==> src/rtl/cpu_pkg.sv <==
// Shared definitions for the 8-bit processor: opcode encodings used by both the
// fetch stage and the control unit, and the fetch FSM state type.
package cpu_pkg;

    localparam logic [2:0] OP_ADD  = 3'b000;
    localparam logic [2:0] OP_ADDI = 3'b100;
    localparam logic [2:0] OP_SW   = 3'b101;
    localparam logic [2:0] OP_LW   = 3'b110;
    localparam logic [2:0] OP_SLL  = 3'b111;

    typedef enum logic [2:0] {
        FETCH   = 3'd0,
        WAIT    = 3'd1,
        PRESENT = 3'd2,
        DRAIN   = 3'd3,
        HALT    = 3'd4
    } fetch_state_t;

    function automatic logic is_legal_opcode(input logic [2:0] op);
        logic legal;
        case (op)
            OP_ADD, OP_ADDI, OP_SW, OP_LW, OP_SLL: legal = 1'b1;
            default:                               legal = 1'b0;
        endcase
        return legal;
    endfunction

endpackage

==> src/rtl/instr_fetch.sv <==
// Fetch stage: owns the PC, keeps one request outstanding to a variable-latency
// instruction memory, and hands the fetched word downstream through an IF/ID register.
module instr_fetch
    import cpu_pkg::*;
#(
    parameter int              PC_W     = 8,
    parameter int              INSTR_W  = 8,
    parameter logic [PC_W-1:0] RESET_PC = '0
) (
    input  logic               clk,
    input  logic               rst,
    output logic               imem_req,
    output logic [PC_W-1:0]    imem_addr,
    input  logic [INSTR_W-1:0] imem_rdata,
    input  logic               imem_valid,
    output logic [INSTR_W-1:0] instr,
    output logic [PC_W-1:0]    instr_pc,
    output logic               instr_valid,
    input  logic               instr_ready,
    input  logic               flush,
    input  logic [PC_W-1:0]    flush_pc,
    output logic               halted,
    output logic [PC_W-1:0]    illegal_pc
);

    fetch_state_t       state, stateNext;
    logic [PC_W-1:0]    pc, pcNext;
    logic [PC_W-1:0]    reqAddr, reqAddrNext;
    logic [INSTR_W-1:0] instrQ, instrNext;
    logic [PC_W-1:0]    instrPcQ, instrPcNext;
    logic               instrValidQ, instrValidNext;
    logic               haltedQ, haltedNext;
    logic [PC_W-1:0]    illegalPcQ, illegalPcNext;
    logic               reqActive;
    logic [2:0]         opcode;

    assign opcode = imem_rdata[INSTR_W-1 -: 3];

    // NOTE: every sequential state element uses non-blocking assignments so all
    // registers update together from the values sampled at the same edge.
    always_ff @(posedge clk) begin
        if (rst) state <= FETCH;
        else     state <= stateNext;
    end

    // NOTE: each signal gets a default before the case so no path leaves it
    // unassigned, which would otherwise infer a latch.
    always_comb begin
        stateNext      = state;
        pcNext         = pc;
        reqAddrNext    = reqAddr;
        instrNext      = instrQ;
        instrPcNext    = instrPcQ;
        instrValidNext = instrValidQ;
        haltedNext     = haltedQ;
        illegalPcNext  = illegalPcQ;
        reqActive      = 1'b0;

        case (state)
            FETCH: begin
                if (flush) begin
                    pcNext = flush_pc;
                end else begin
                    reqActive   = 1'b1;
                    reqAddrNext = pc;
                    stateNext   = WAIT;
                end
            end

            WAIT: begin
                reqActive = 1'b1;
                if (flush) begin
                    pcNext    = flush_pc;
                    stateNext = imem_valid ? FETCH : DRAIN;
                end else if (imem_valid) begin
                    if (is_legal_opcode(opcode)) begin
                        instrNext      = imem_rdata;
                        instrPcNext    = pc;
                        instrValidNext = 1'b1;
                        pcNext         = pc + PC_W'(1);
                        stateNext      = PRESENT;
                    end else begin
                        illegalPcNext = pc;
                        haltedNext    = 1'b1;
                        stateNext     = HALT;
                    end
                end
            end

            // The old request is still in flight; keep presenting it until its
            // response arrives, then throw the data away.
            DRAIN: begin
                reqActive = 1'b1;
                if (flush)      pcNext    = flush_pc;
                if (imem_valid) stateNext = FETCH;
            end

            PRESENT: begin
                if (flush || instr_ready) begin
                    instrValidNext = 1'b0;
                    stateNext      = FETCH;
                end
            end

            HALT: begin
                if (flush) begin
                    haltedNext = 1'b0;
                    pcNext     = flush_pc;
                    stateNext  = FETCH;
                end
            end

            default: stateNext = FETCH;
        endcase
    end

    always_ff @(posedge clk) begin
        if (rst) begin
            pc          <= RESET_PC;
            reqAddr     <= RESET_PC;
            instrQ      <= '0;
            instrPcQ    <= '0;
            instrValidQ <= 1'b0;
            haltedQ     <= 1'b0;
            illegalPcQ  <= '0;
        end else begin
            pc          <= pcNext;
            reqAddr     <= reqAddrNext;
            instrQ      <= instrNext;
            instrPcQ    <= instrPcNext;
            instrValidQ <= instrValidNext;
            haltedQ     <= haltedNext;
            illegalPcQ  <= illegalPcNext;
        end
    end

    // While a request is outstanding the address comes from reqAddr, since a
    // flush in WAIT retargets pc before the old response has returned.
    assign imem_req    = reqActive & ~rst;
    assign imem_addr   = (state == FETCH) ? pc : reqAddr;
    assign instr       = instrQ;
    assign instr_pc    = instrPcQ;
    assign instr_valid = instrValidQ;
    assign halted      = haltedQ;
    assign illegal_pc  = illegalPcQ;

    addrStableWhileWaiting: assert property (
        @(posedge clk) disable iff (rst)
        (state inside {WAIT, DRAIN}) && !imem_valid |=> $stable(imem_addr) && imem_req
    );

    instrHeldUntilAccepted: assert property (
        @(posedge clk) disable iff (rst)
        instr_valid && !instr_ready && !flush |=> instr_valid && $stable(instr) && $stable(instr_pc)
    );

endmodule

==> config.mk <==
export PLATFORM = sky130hd
export DESIGN_NAME = instr_fetch
export DESIGN_NICKNAME = d
export VERILOG_FILES = /design/src/rtl/cpu_pkg.sv /design/src/rtl/instr_fetch.sv
export SDC_FILE = /design/constraint.sdc
export NUM_CORES = 1
export LEC_CHECK = 0
export ABC_AREA = 1
export CAP_MARGIN = 30
export CORE_AREA = 2 2 74 69
export DETAILED_ROUTE_END_ITERATION = 6
export DIE_AREA = 0 0 76 71
export DONT_BUFFER_PORTS = 1
export GPL_ROUTABILITY_DRIVEN = 1
export GPL_TIMING_DRIVEN = 0
export HOLD_SLACK_MARGIN = 0.05
export PLACE_DENSITY = 0.65
export SLEW_MARGIN = 15
export SYNTH_ARGS = -nofsm -noshare
export SYNTH_HDL_FRONTEND = slang
export SYNTH_SLANG_ARGS = --single-unit
==> constraint.sdc <==
create_clock -name clk -period 1.9 [get_ports clk]
set_input_delay 0.095 -clock clk [delete_from_list [all_inputs] [get_ports clk]]
set_output_delay 0.095 -clock clk [all_outputs]
set_load 0.03 [all_outputs]
==> summary.md, run 1 <==
| Metric | Value |
|---|---|
| Primary FF master, synth | `dfxtp_1` |
| Worst relative slew slack | `0.573` |
| Clock network fraction of total power | `0.168` |
| Antenna Cells | `0` |
| Largest net degree at the start of global routing | `15` |
| Max-Cap Viols | `0` |
| Drt wl/cell | `13.5 microns` |
| Setup Buffers After CTS | `0` |
| PortBufs | `0` |
| TritonCTS clock tree | `done` |
| Slew Limit Fails | `0` |
| Number of distinct library cells after synthesis | `27` |
| Worst setup EP type | `output pin` |
| #FFs+latches synth | `45` |
| Setup crit start | `state[0]` |
| Ranking of synthesized cells by area | `dfxtp_1, nand2_1, a21oi_1, o21ai_0, nand3_1` |
| Fillers | `472` |
| Cell taking the most area after synthesis | `dfxtp_1` |
| RR Startpoint | `state[2]` |
| Crit Path Category | `flop to output pin` |
| Die X | `76 microns` |
| Maximum vdd ir drop | `0.000547 V` |
| Seq/Total Area, Yosys | `0.424` |
| DR vias/cell | `5.12` |
| Register-to-register setup slack | `0.35 ns` |
| Initial Util | `0.456` |
| Yosys synthesis warning count | `0` |
| Hold EP | `pc[4]` |
| Skew-Pair Late Insertion Delay | `0.30 ns` |
| Clk sinks | `45` |
| Min Tclk post-route | `1.89 ns` |
| ANT nets after route | `0` |
| GRT Resource Usage Total | `0.199` |
| Post-route non-filler standard cell count | `382` |
| DRT Pass-1 Iters | `4` |
| Placed Instances | `361` |
| Multi-input combinational cell area | `0.00109 sq mm` |
| Die Area | `0.00540 sq mm` |
| Gate Count Post-Synth | `296` |
| Worst reg2reg endpoint | `instr[5]` |
| Clk slew on worst S/H paths | `0.09 ns` |
| Initial DRC Count | `141` |
| Dpl hpwl | `3.59 mm` |
| CTS Buffer Depth | `2` |
| Element type at the critical path start | `flop` |
| Max Freq | `530 MHz` |
| Power Density | `1440 mW/mm^2` |
| R2r worst-path depth | `7` |
| Synthesized cell area | `0.00212 sq mm` |
| Crit Path Max Fanout | `10` |
| Core area | `0.00465 sq mm` |
| Psw | `1.68 mW` |
| Worst-Margin Slew | `0.636 ns` |
| Hold Crit Depth | `4` |
| RD Place Congestion | `0.868` |
| Status | `completed` |
| Worst Setup Slack, final | `0.0149 ns` |
| Vias in the first global route | `1877` |
| Leakage power | `0.929 nW` |
| Placed Area | `0.00220 sq mm` |
| CP Data Required Time | `1.80 ns` |
| HP Class | `input port to flop` |
| Final Setup Violations | `0` |
| Final design area excluding fillers | `0.00245 sq mm` |
| CTS Buf Count | `5` |
| Combinational Power Share | `0.452` |
| Synth top cells by count | `nand2_1, dfxtp_1, a21oi_1` |
| Die H | `71 microns` |
| Period utilization | `0.992` |
| Final Skew | `0.00811 ns` |
| Initial antenna violation count | `0` |
| Nets | `338` |
| Register area | `901 sq um` |
| I/O Pins | `56` |
| Share of the synthesized area in the top cell type | `0.424` |
| Worst slack, placed | `0.0100 ns` |
| Total number of vias | `1955` |
| Clock root buffer | `clkbuf_8` |
| RSZ-0062 raised after global routing | `yes` |
| Area growth syn-to-layout | `15.4%` |
| Syn Area/Cell | `7.17 sq um` |
| Core Rows | `24` |
| Final hold vios | `0` |
| Final wirelength | `5.14 mm` |
| Worst Path Arrival | `1.79 ns` |
| Sw Share | `0.477` |
| Pint | `1.85 mW` |
| # H-tree levels | `2` |
| Syn nets | `318` |
| Hold Startpoint | `flush_pc[4]` |
| First-pass GRT wire length | `8.65 mm` |
| Async SR Flop Fraction | `0` |
| Count leader, synth | `nand2_1` |
| Drc violations | `0` |
| Gr ovfl total | `0` |
| Post-synth EDFFs | `0` |
| Seq pwr share | `0.380` |
| Layout cell share with drive strength beyond 1 | `0.132` |
==> sequential cells by signal, indices dropped and copies added, names as in the netlist <==
name	cells
halted	1
illegal_pc	8
instr	8
pc	8
reqAddr	8
state	3
instr_valid	1
instr_pc	8
==> through the flow <==
step                      power [mW]  utilization  setup TNS (ns)  hold slack, ns
after global placement          2.86        0.474               0           0.166
after floorplan                 2.56            -               0           0.164
after global routing            3.81        0.527          -0.299          0.0608
after detailed placement        2.87        0.474               0           0.167
final                           3.53        0.527               0          0.0531
after CTS                       3.52        0.524         -0.0541          0.0512
==> cell type report <==
| cell class | instances | area share |
|---|---|---|
| Multi-Input combinational cell | 213 | 0.446 |
| Sequential cell | 45 | 0.368 |
| Timing Repair Buffer | 13 | 0.0531 |
| Inverter | 24 | 0.0368 |
| Tap cell | 65 | 0.0332 |
| Clock buffer | 5 | 0.0281 |
| Buffer | 14 | 0.0281 |
| Clock inverter | 3 | 0.00715 |
==> power by group through the flow <==
stage | Combinational, mW | Clock, mW | Sequential (mW)
final | 1.60 | 0.594 | 1.34
after global routing | 1.80 | 0.649 | 1.37
after CTS | 1.58 | 0.599 | 1.34
after detailed placement | 1.50 | 0 | 1.36
after global placement | 1.50 | 0 | 1.36
after floorplan | 1.25 | 0 | 1.31
==> worst max-delay path, cell delays in order (launching register included) <==
cell and delay [ns]:
dfxtp_1 0.45, inv_2 0.09, nand2_2 0.12, nor2_4 0.08, buf_2 0.21, o21ai_1 0.53
==> layout by cell type (no fill, tap or decap), drive strengths merged <==
| master | netlist | layout |
|---|---|---|
| ha | 1 | 1 |
| clkbuf | 9 | 13 |
| dlygate4sd3 | 0 | 13 |
| nand3b | 1 | 1 |
| clkinvlp | 0 | 1 |
| a31oi | 1 | 1 |
| nand3 | 28 | 28 |
| o211ai | 2 | 2 |
| clkinv | 0 | 2 |
| dfxtp | 45 | 45 |
| a21oi | 34 | 34 |
| inv | 24 | 24 |
| nand2 | 61 | 61 |
| nand4 | 2 | 2 |
| o21ai | 39 | 39 |
| buf | 5 | 6 |
| xnor2 | 1 | 1 |
| xor2 | 2 | 2 |
| a211oi | 1 | 1 |
| nor2 | 40 | 40 |
==> cell families after synthesis <==
family,count (synthesis),share of synthesized area
AND/OR/NAND/NOR,132,0.292
AO/OA/AOI/OAI,77,0.192
flip-flops,45,0.424
buffers and inverters,38,0.0742
XOR/XNOR,3,0.0124
adder cells (fa/ha/maj),1,0.00589
==> how the worst max path moves through the flow <==
stage / cells past startpoint / endpoint / slack, ns
2_1_floorplan: 6 / imem_req / 0.29
3_3_place_gp: 6 / imem_req / 0.003
3_5_place_dp: 6 / imem_req / 0.01
4_1_cts: 6 / imem_req / -0.05
5_1_grt: 6 / imem_req / -0.08
6_report: 5 / imem_addr[0] / 0.01
==> metal layers <==
layer	global-route usage	wire [microns]
met2	0.332	2410
met1	0.246	2390
met5	0	0
met3	0.0702	295
met4	0.0566	40
==> what timing repair did <==
action | 4_1_cts | 5_1_grt
setup endpoints to repair | 9 | 9
hold endpoints to repair | 17 | 0
gates resized for setup | 11 | 5
pin swaps | 0 | 0
hold buffers | 13 | 0
Note: power is estimated with default switching activity, not from simulation.
==> run 2, diff against run 1 <==
--- a/config.mk
+++ b/config.mk
@@ -12,9 +12,9 @@
 export DIE_AREA = 0 0 76 71
 export DONT_BUFFER_PORTS = 1
 export GPL_ROUTABILITY_DRIVEN = 1
-export GPL_TIMING_DRIVEN = 0
 export HOLD_SLACK_MARGIN = 0.05
 export PLACE_DENSITY = 0.65
+export REMOVE_ABC_BUFFERS = 1
 export SLEW_MARGIN = 15
 export SYNTH_ARGS = -nofsm -noshare
 export SYNTH_HDL_FRONTEND = slang
==> run 2 against run 1 <==
  * Via count rose by 1.2%
  * Clock power is 0.7% lower
  * First-iteration DRC count fell by 21%
  * Die area stayed put
  * Critical path depth is 1 higher
  * Largest cell class unchanged
  * Highest routed layer unchanged
==> summary.md, run 2 (same netlist as run 1, synthesis figures left out) <==
| Metric | Value |
|---|---|
| Element type at the critical path start | `flop (unchanged)` |
| Critical path's largest stage delay | `0.44 ns (was 0.53 ns)` |
| Max Freq | `599 MHz (was 530 MHz)` |
| First-pass GRT wire length | `8.64 mm (was 8.65 mm)` |
| Worst Path Arrival | `1.57 ns (was 1.79 ns)` |
| CTS Buf Count | `5 (unchanged)` |
| CTS-repair resized insts | `0 (was 11)` |
| TNS Setup | `0 ns (unchanged)` |
| Power Density | `1470 mW/mm^2 (was 1440 mW/mm^2)` |
| Core Rows | `24 (unchanged)` |
| Top delay family on crit path | `flip-flops (was compound AO/OA/AOI/OAI gates)` |
| Final Setup Violations | `0 (unchanged)` |
| Crit Path Max Fanout | `17 (was 10)` |
| Max-Cap Viols | `0 (unchanged)` |
| CTS Buffer Depth | `2 (unchanged)` |
| Die X | `76 microns (unchanged)` |
| CP Data Required Time | `1.80 ns (about the same)` |
| HP Class | `input port to flop (unchanged)` |
| GRT Resource Usage Total | `0.198 (was 0.199)` |
| Area growth syn-to-layout | `18.4% (was 15.4%)` |
| Vias in the first global route | `1866 (was 1877)` |
| Clk sinks | `45 (unchanged)` |
| Commonest non-fill, non-tap cell in the layout | `nand2_1 (unchanged)` |
| TritonCTS clock tree | `done (unchanged)` |
| Final hold vios | `0 (unchanged)` |
| Leakage power | `0.981 nW (was 0.929 nW)` |
| Pint | `2.03 mW (was 1.85 mW)` |
| Period utilization | `0.878 (was 0.992)` |
| Drc violations | `0 (unchanged)` |
| Dpl hpwl | `3.48 mm (was 3.59 mm)` |
| RSZ-0062 raised after global routing | `no (was yes)` |
| Overall Power | `3.69 mW (was 3.53 mW)` |
| Combinational Power Share | `0.472 (was 0.452)` |
| Sw Share | `0.451 (was 0.477)` |
| Seq pwr share | `0.368 (was 0.380)` |
| Drt wl/cell | `13.2 microns (was 13.5 microns)` |
| Util after Layout | `0.540 (was 0.527)` |
| Min Tclk post-route | `1.67 ns (was 1.89 ns)` |
| Initial DRC Count | `112 (was 141)` |
| Worst setup EP type | `output pin (unchanged)` |
| Total number of vias | `1978 (was 1955)` |
| Min Hold Slack | `0.0537 ns (was 0.0531 ns)` |
| Die H | `71 microns (unchanged)` |
| Slew Limit Fails | `0 (unchanged)` |
| DRT Pass-1 Iters | `4 (unchanged)` |
| Crit Path Category | `flop to output pin (unchanged)` |
| I/O Pins | `56 (unchanged)` |
| Nets | `343 (was 338)` |
| RD Place Congestion | `0.841 (was 0.868)` |
| Initial antenna violation count | `0 (unchanged)` |
| Layout cell share with drive strength beyond 1 | `0.146 (was 0.132)` |
| PortBufs | `0 (unchanged)` |
| Clk slew on worst S/H paths | `0.09 ns (about the same)` |
| Initial Util | `0.456 (unchanged)` |
| Clock root buffer | `clkbuf_8 (unchanged)` |
| Clock network fraction of total power | `0.160 (was 0.168)` |
| Maximum vdd ir drop | `0.000626 V (was 0.000547 V)` |
| Status | `completed (unchanged)` |
| DR vias/cell | `5.11 (was 5.12)` |
| Psw | `1.66 mW (was 1.68 mW)` |
| Worst-Margin Slew | `0.816 ns (was 0.636 ns)` |
| Final wirelength | `5.10 mm (was 5.14 mm)` |
| Die Area | `0.00540 sq mm (unchanged)` |
| ANT nets after route | `0 (unchanged)` |
| Commonest non-fill, non-tap cells in the layout | `nand2_1, dfxtp_1, a21oi_1 (unchanged)` |
| Placed Area | `0.00225 sq mm (was 0.00220 sq mm)` |
| CP Cell Sequence | `inv_2, nand2_2, nor2_4, buf_12, o21ai_0, buf_4 (was inv_2, nand2_2, nor2_4, buf_2, o21ai_1)` |
| Critical-path top delay cell | `dfxtp_1 (was o21ai_1)` |
| CP Buf/Inv Count | `3 (was 2)` |
| Skew-Pair Late Insertion Delay | `0.30 ns (about the same)` |
| Antenna Cells | `0 (unchanged)` |
| Final Skew | `0.00881 ns (was 0.00811 ns)` |
| Final design area excluding fillers | `0.00251 sq mm (was 0.00245 sq mm)` |
| Gr ovfl total | `0 (unchanged)` |
| Worst relative slew slack | `0.454 (was 0.573)` |
| Core area | `0.00465 sq mm (unchanged)` |
| # H-tree levels | `2 (unchanged)` |
| Largest net degree at the start of global routing | `24 (was 15)` |
run 2: per-stage QoR:
stage          instances  setup slack [ns]
2_1_floorplan        282             0.195
3_3_place_gp         362             0.450
3_5_place_dp         362             0.385
4_1_cts              385            0.0977
5_1_grt              387            0.0471
6_report             387             0.231
run 2: worst paths after layout:
kind	slack, ns	depth (start not counted)	start	to
worst max-delay path	0.23	6	state[0]	imem_addr[6]
worst min-delay path	0.05	4	flush_pc[4]	pc[4]
worst max register to register	0.25	11	state[0]	state[1]
worst min register to register	0.45	2	reqAddr[3]	reqAddr[3]
run 2: layout make-up:
type	count	area, sq um
fillers	467	2140
multi-input cells	213	1060
flip-flops and latches	45	901
repair buffers	32	290
inverters	24	90.1
well taps	65	81.3
clock buffers	6	72.6
clock inverters	2	15.0
run 2: power groups by stage:
stage	registers, mW	clock network (mW)	logic (mW)
final	1.36	0.590	1.74
after global routing	1.39	0.645	1.93
after CTS	1.36	0.608	1.64
after detailed placement	1.38	0	1.60
after global placement	1.38	0	1.59
after floorplan	1.34	0	1.16
run 2: worst register-to-register path, stage by stage, from the launching register on:
cell and delay [ns]:
dfxtp_1 0.44, inv_2 0.09, nand2_2 0.12, nor2_4 0.07
buf_12 0.15, buf_4 0.13, nand2_1 0.05, o211ai_1 0.08
nor2_1 0.21, nand2_1 0.10, nand2_1 0.07, nor2_1 0.05
run 2: timing repair:
action,in CTS,in global routing
setup buffers,0,2
endpoints found under the setup margin,0,1
hold buffers,15,0
endpoints found under the hold margin,25,0
run 2: metal layers:
layer,up-vias,global-route usage,part of all wire
li1,1026,-,-
met3,4,0.0497,0.045
met2,37,0.336,0.50
met4,0,0.0747,0.011
met5,-,0,0
met1,911,0.246,0.44
